### config.mk
export PLATFORM = sky130hd
export DESIGN_NAME = addr_decoder_param
export DESIGN_NICKNAME = d
export VERILOG_FILES = /design/src/rtl/addr_decoder_param.sv
export SDC_FILE = /design/constraint.sdc
export NUM_CORES = 1
export LEC_CHECK = 0
export CORE_UTILIZATION = 53
export DETAILED_ROUTE_END_ITERATION = 8
export GPL_TIMING_DRIVEN = 0
export PLACE_DENSITY = 0.78
export SETUP_SLACK_MARGIN = 0.05
export SLEW_MARGIN = 20
export SYNTH_ARGS = -nofsm -noshare
export SYNTH_HDL_FRONTEND = slang
export SYNTH_SLANG_ARGS = --single-unit
### constraint.sdc
create_clock -name clk -period 1.7 [get_ports clk]
set_input_delay 0.17 -clock clk [delete_from_list [all_inputs] [get_ports clk]]
set_output_delay 0.17 -clock clk [all_outputs]
set_load 0.02 [all_outputs]
### src/rtl/addr_decoder_param.sv
// Serial-bus address decoder: shifts in an LSB-first address, matches it against
// per-target base/mask windows and holds a one-hot select for one data frame.
module addr_decoder_param #(
    parameter int ADDR_WIDTH = 16,
    parameter int DATA_WIDTH = 8,
    parameter int NUM_TARGETS = 3,
    parameter logic [NUM_TARGETS*ADDR_WIDTH-1:0] TARGET_BASE = {16'h8000, 16'h4000, 16'h0000},
    parameter logic [NUM_TARGETS*ADDR_WIDTH-1:0] TARGET_MASK = {16'hF000, 16'hC000, 16'hF800},
    parameter int SPLIT_TARGET = 2
) (
    input  logic                   clk,
    input  logic                   rst,
    input  logic                   bus_data_in,
    input  logic                   bus_data_in_valid,
    input  logic                   bus_mode,
    input  logic                   split,
    output logic [NUM_TARGETS-1:0] target_valid,
    output logic [((NUM_TARGETS > 2) ? $clog2(NUM_TARGETS) : 1)-1:0] sel,
    output logic                   decode_err,
    output logic                   txn_done
);

    localparam int SW  = (NUM_TARGETS > 2) ? $clog2(NUM_TARGETS) : 1;
    localparam int ACW = $clog2(ADDR_WIDTH + 1);
    localparam int DCW = $clog2(DATA_WIDTH + 1);
    localparam logic [ACW-1:0] ADDR_LAST = ACW'(ADDR_WIDTH - 1);
    localparam logic [DCW-1:0] DATA_LAST = DCW'(DATA_WIDTH - 1);

    typedef enum logic {
        ST_ADDR,
        ST_HOLD
    } state_t;

    state_t                  state_q, state_d;
    logic [ADDR_WIDTH-1:0]   shift_q, shift_d;
    logic [ACW-1:0]          acnt_q, acnt_d;
    logic [DCW-1:0]          dcnt_q, dcnt_d;
    logic [NUM_TARGETS-1:0]  tv_q, tv_d;
    logic [SW-1:0]           sel_q, sel_d;
    logic                    err_q, err_d;
    logic                    done_q, done_d;

    logic [ADDR_WIDTH-1:0]   full_addr;
    logic                    hit;
    logic [SW-1:0]           hit_idx;
    logic [NUM_TARGETS-1:0]  hit_vec;
    logic [NUM_TARGETS-1:0]  split_vec;

    // Address as it will look once the incoming bit is shifted in.
    assign full_addr = {bus_data_in, shift_q[ADDR_WIDTH-1:1]};

    // Window match; scanning upward with a found flag gives lowest index priority.
    always_comb begin
        hit     = 1'b0;
        hit_idx = '0;
        hit_vec = '0;
        for (int unsigned i = 0; i < NUM_TARGETS; i++) begin
            if (!hit &&
                ((full_addr & TARGET_MASK[i*ADDR_WIDTH +: ADDR_WIDTH]) ==
                 TARGET_BASE[i*ADDR_WIDTH +: ADDR_WIDTH])) begin
                hit        = 1'b1;
                hit_idx    = SW'(i);
                hit_vec[i] = 1'b1;
            end
        end
    end

    always_ff @(posedge clk or posedge rst) begin
        if (rst) begin
            state_q <= ST_ADDR;
        end else begin
            state_q <= state_d;
        end
    end

    always_ff @(posedge clk or posedge rst) begin
        if (rst) begin
            shift_q <= '0;
            acnt_q  <= '0;
            dcnt_q  <= '0;
            tv_q    <= '0;
            sel_q   <= '0;
            err_q   <= 1'b0;
            done_q  <= 1'b0;
        end else begin
            shift_q <= shift_d;
            acnt_q  <= acnt_d;
            dcnt_q  <= dcnt_d;
            tv_q    <= tv_d;
            sel_q   <= sel_d;
            err_q   <= err_d;
            done_q  <= done_d;
        end
    end

    always_comb begin
        state_d = state_q;
        shift_d = shift_q;
        acnt_d  = acnt_q;
        dcnt_d  = dcnt_q;
        tv_d    = tv_q;
        sel_d   = sel_q;
        err_d   = 1'b0;
        done_d  = 1'b0;

        unique case (state_q)
            ST_ADDR: begin
                if (!bus_mode) begin
                    if (bus_data_in_valid) begin
                        shift_d = full_addr;
                        if (acnt_q == ADDR_LAST) begin
                            acnt_d = '0;
                            if (hit) begin
                                tv_d    = hit_vec;
                                sel_d   = hit_idx;
                                dcnt_d  = '0;
                                state_d = ST_HOLD;
                            end else begin
                                err_d = 1'b1;
                            end
                        end else begin
                            acnt_d = acnt_q + ACW'(1);
                        end
                    end
                end else if (acnt_q != '0) begin
                    // Data phase during a partial address: abort the frame silently.
                    acnt_d  = '0;
                    shift_d = '0;
                end
            end
            ST_HOLD: begin
                if (bus_mode) begin
                    if (bus_data_in_valid) begin
                        if (dcnt_q == DATA_LAST) begin
                            tv_d    = '0;
                            sel_d   = '0;
                            dcnt_d  = '0;
                            done_d  = 1'b1;
                            state_d = ST_ADDR;
                        end else begin
                            dcnt_d = dcnt_q + DCW'(1);
                        end
                    end
                end else begin
                    dcnt_d = '0;
                end
            end
            default: state_d = ST_ADDR;
        endcase
    end

    always_comb begin
        split_vec               = '0;
        split_vec[SPLIT_TARGET] = 1'b1;
        if (split) begin
            target_valid = (state_q == ST_HOLD) ? split_vec : '0;
            sel          = SW'(SPLIT_TARGET);
        end else begin
            target_valid = tv_q;
            sel          = sel_q;
        end
    end

    assign decode_err = err_q;
    assign txn_done   = done_q;

endmodule
**After elaboration in Yosys (flattened, before gate mapping)**

Cells that the tools add are included.

- Register bits after elaboration: 33
- Input bits: 6
- Logic and storage cells: 92

- Bitwise gates (word level): 1
- Reductions and logical operators: 10
- Equality and inequality tests: 13
- Add/subtract/negate cells: 2
- Mux-type cells: 58

Operator list:

| cell | number |
|---|---|
| $mux W16 | 3 |
| $mux W4 | 7 |
| $mux W3 | 9 |
| $mux W1 | 22 |
| $mux W5 | 4 |
| $mux W2 | 9 |
| $logic_not A16 Y1 | 1 |
| $ne A2 B2 Y1 const B | 6 |
| $pmux W4 S2 | 1 |
| $reduce_and A7 Y1 | 1 |
| $pmux W3 S2 | 1 |
| $add A5 B1 Y5 const B | 1 |
| $eq A5 B4 Y1 const B | 1 |
| $reduce_and A5 Y1 | 1 |
| $reduce_bool A5 Y1 | 1 |
| $add A4 B1 Y4 const B | 1 |
| $eq A4 B3 Y1 const B | 1 |
| $eq A4 B4 Y1 const B | 1 |
| $ne A2 B1 Y1 const B | 2 |
| $pmux W2 S2 | 1 |
| $ne A3 B3 Y1 const B | 1 |
| $reduce_and A3 Y1 | 1 |
| $eq A2 B1 Y1 const B | 1 |
| $logic_and A1 B1 Y1 | 2 |
| other kinds (4) | 5 |

**Logic depth before layout (Yosys ltp)**

- Depth after elaboration: 13
- Mapped depth: 7

**Least setup slack after synthesis**

Ideal clock, no wire load.

- Kind: register to register
- Start point: register acnt_q[0]
- End point: register shift_q[12]
- Clock period less this slack: 1.537 ns
- Path slack: 0.163 ns
- Setup time: 0.120 ns
- Cell stages (with the launch flop): 8
- Required time: 1.580 ns
- Data arrival time: 1.417 ns
- Path through: dfrtp_1 inv_1 ha_1 nor4b_2 a211oi_2 buf_2 nor2b_1 a31o_1

- Cells in the longest elaborated chain, start to end: 3

Ends and longest elaborated chain:

| what | RTL line | RTL |
|---|---|---|
| start, declared | 36 | `logic [ACW-1:0] acnt_q, acnt_d;` |
| start signal, assigned | 87 | `acnt_q <= acnt_d;` |
| $reduce_bool A5 Y1 | 125 | `end else if (acnt_q != '0) begin` |
| $ne A2 B1 Y1 (no line) | - |  |
| $reduce_and A3 Y1 (no line) | - |  |
| end signal, assigned | 86 | `shift_q <= shift_d;` |
| end, declared | 35 | `logic [ADDR_WIDTH-1:0] shift_q, shift_d;` |

No other way between the ends.
A chain may end at the register's enable or synchronous reset.

**Worst setup path in the final report**

- Start point: register acnt_q[0]
- End point: register shift_q[14]

The elaborated chain is that of the path after synthesis.

==> reports/summary.txt <==
H-tree Lvls: 1
Top_reg_cell synth: dfrtp_1
WL met3: 68 um
Clock Path Buffers: 2
Nets: 132
Crit-path max FO: 5
Yosys top cell by area: dfrtp_1
Initial core utilization: 59.1%
Unrepaired setup endpoints after global routing: yes
Synth Cell Area: 1060 sq um
Async S/R FF share, synth: 100%
Reg2Reg Depth: 6
Design area: 1260 sq um
CTS clock-pin slew for the worst setup and hold paths: 0.11 ns
DR vias: 810
Total die area: 2190 sq um
Clock period minus worst slack: 1.62 ns
Yosys top cell area share: 44.7%
Clk_skew: 0.00682 ns
Min-Delay Endpoint: dcnt_q[3]$_DFFE_PP0P_
Cell variety after synth: 37
HPWL reported at the end of detailed placement: 1.39 mm
EDFF count, synth: 0
Clk_lat worst skew: 0.30 ns
Overflow after GRT: 0
Actual slew at the worst max-slew pin: 0.716 ns
DIE HEIGHT: 46.8 um
Gr usage total: 20.5%
Number of global-route vias before repair: 733
WL met2: 876 um
Power consumption: 914 uW
Final WS setup: 0.0752 ns
GP Congestion: 0.832
Final setup viols: 0
Max-Cap Viols: 0
Crit. End Element: register
Row count: 15
Core Area: 1800 sq um
Sink Count: 19
TritonCTS clock tree: done
# diodes: 0
P_leak: 0.000586 uW
Synth top area cells: dfrtp_1, mux2_4, nor2b_1
Fraction of layout cells with a size suffix above 1: 22.1%
Critical Path AT: 1.82 ns
Total Wirelength: 1.92 mm
Critical path class: reg2reg
Synth Net Count: 114
Root buf cell: clkbuf_4
Worst r2r dst: shift_q[14]$_DFFE_PP0P_
Total negative setup slack: 0 ns
Number of max-slew violations in the final report: 0
Syn avg cell area: 10.1 sq um
Status: finished, final reports clean
Endpoints failing hold: 0
CTS Buf Count: 3
Detail Route Antenna Nets: 0
Die X: 46.8 um
Cts hold-fix bufs: 0
Required time of the critical path: 1.89 ns
Most common cell in the netlist: dfrtp_1
Mapped Cells: 105
1st-iter DRT viols: 14
Relative slew slack: 52.2%
DP Area: 1210 sq um
Detailed Routing Iterations Pass 1: 4
Initial antenna violation count: 0
Reg2reg start: acnt_q[0]$_DFFE_PP0P_
Vias per cell: 5.51
Uppermost routed layer: met4
Final period util: 95.6%
DRC: 0
Reg-to-reg slack, setup: 0.08 ns
Hold depth: 3
IO Count: 13
Post-place setup slack: -0.0711 ns
Hold Path Origin: bus_mode
Yosys warning total: 0
HP Class: in2reg
Post-synthesis register bit count: 19
Sequential area share after synthesis: 44.7%
WL/cell: 13.0 um
VDD IR max: 0.742 mV
Largest net degree at the start of global routing: 20
Crit path launch type: register
Met1 wire length: 944 um
Max Fclk: 0.615 GHz
First-pass GRT wire length: 3.17 mm
Post-synth top cells: dfrtp_1, nand2_1, nand3_1, nor2_1, nor2b_1
PortBufs: 11
Power per cell area: 724 nW/um^2
Area Overhead vs Synth: 18.7%
## placed cells by master, fill, tap and decap left out, types with 2 or more instances in the layout
cell type and n:
and2_1 2, inv_2 2, o21ai_1 2, nor3_1 2, a31o_2 2, nand2_1 10, o21ai_0 3, nand3_1 8
dlygate4sd2_1 2, nor2b_1 7, ha_1 2, clkdlybuf4s50_1 7, a31o_1 2, inv_1 3, mux2_4 3, nor2_1 8
clkbuf_4 3, nor3b_1 3, dfrtp_1 18, a21oi_1 3, buf_2 3, buf_4 3
## repair_timing
action                     4_1_cts  5_1_grt
buffers inserted                 0        1
resized for setup                9        7
setup endpoints to repair        5        8
pin swaps                        1        1
gates cloned                     1        0
## cells by family after synthesis
kind of cell	Yosys count	synth area share, %
and+or+nand+nor	47	24.0
buffers and inverters	10	4.23
xor gates and xnor gates	1	0.823
adders and majority gates	3	3.53
AOI/OAI and AO/OA	21	17.5
DFF	19	44.7
muxes	4	5.29
## flip-flops by register name, summed over array words and instances, names as in the netlist
register and flops:
state_q 1, decode_err 1, shift_q 4, dcnt_q 4, tv_q 3, txn_done 1, acnt_q 5
## worst max path at each step
| stage | endpoint | cells past startpoint | slack, ns | start |
|---|---|---|---|---|
| after floorplan | shift_q[12]$_DFFE_PP0P_ | 7 | 0.16 | acnt_q[0]$_DFFE_PP0P_ |
| after global placement | target_valid[2] | 3 | -0.09 | state_q$_DFF_PP0_ |
| after detailed placement | target_valid[2] | 3 | -0.07 | state_q$_DFF_PP0_ |
| after CTS | sel[0] | 2 | 0.06 | tv_q[1]$_DFFE_PP0P_ |
| after global routing | shift_q[14]$_DFFE_PP0P_ | 6 | 0.03 | acnt_q[0]$_DFFE_PP0P_ |
| final | shift_q[14]$_DFFE_PP0P_ | 6 | 0.08 | acnt_q[0]$_DFFE_PP0P_ |
## critical path: stages (launching register included)
cell and delay, ns:
dfrtp_1 0.42, inv_2 0.08, ha_2 0.15, nor4b_2 0.21, a211oi_2 0.14, clkdlybuf4s15_2 0.26, a31o_2 0.26
## layout make-up
| cell class | instances | area, sq um |
|---|---|---|
| multi-input combinational | 76 | 548 |
| sequential | 19 | 477 |
| fill | 139 | 538 |
| tap | 25 | 31.3 |
| inverter | 5 | 18.8 |
| timing repair buffer | 13 | 124 |
| buffer | 5 | 38.8 |
| clock buffer | 4 | 26.3 |
## stage by stage
step | hold slack (ns) | utilization, % | cells
CTS | 0.217 | 69.7 | 146
floorplan | 0.121 | - | 105
detailed placement | 0.492 | 66.9 | 141
global placement | 0.490 | 66.9 | 141
global route | 0.236 | 70.1 | 147
finish | 0.216 | 70.1 | 147
## power by group
| group | internal (uW) | leakage, uW | total, uW | switching [uW] |
|---|---|---|---|---|
| Combinational | 86.4 | 0.000317 | 167 | 80.6 |
| Clock | 91.4 | 0.0000150 | 228 | 136 |
| Sequential | 482 | 0.000255 | 520 | 38.1 |
| Total | 660 | 0.000586 | 914 | 255 |
## layer usage
metal | GRT usage, % | vias to the layer above
met2 | 32.5 | 14
met3 | 3.85 | 4
met4 | 8.00 | 0
met5 | 0 | -
li1 | - | 406
met1 | 27.8 | 386
Power figures use the tool's default switching activity.
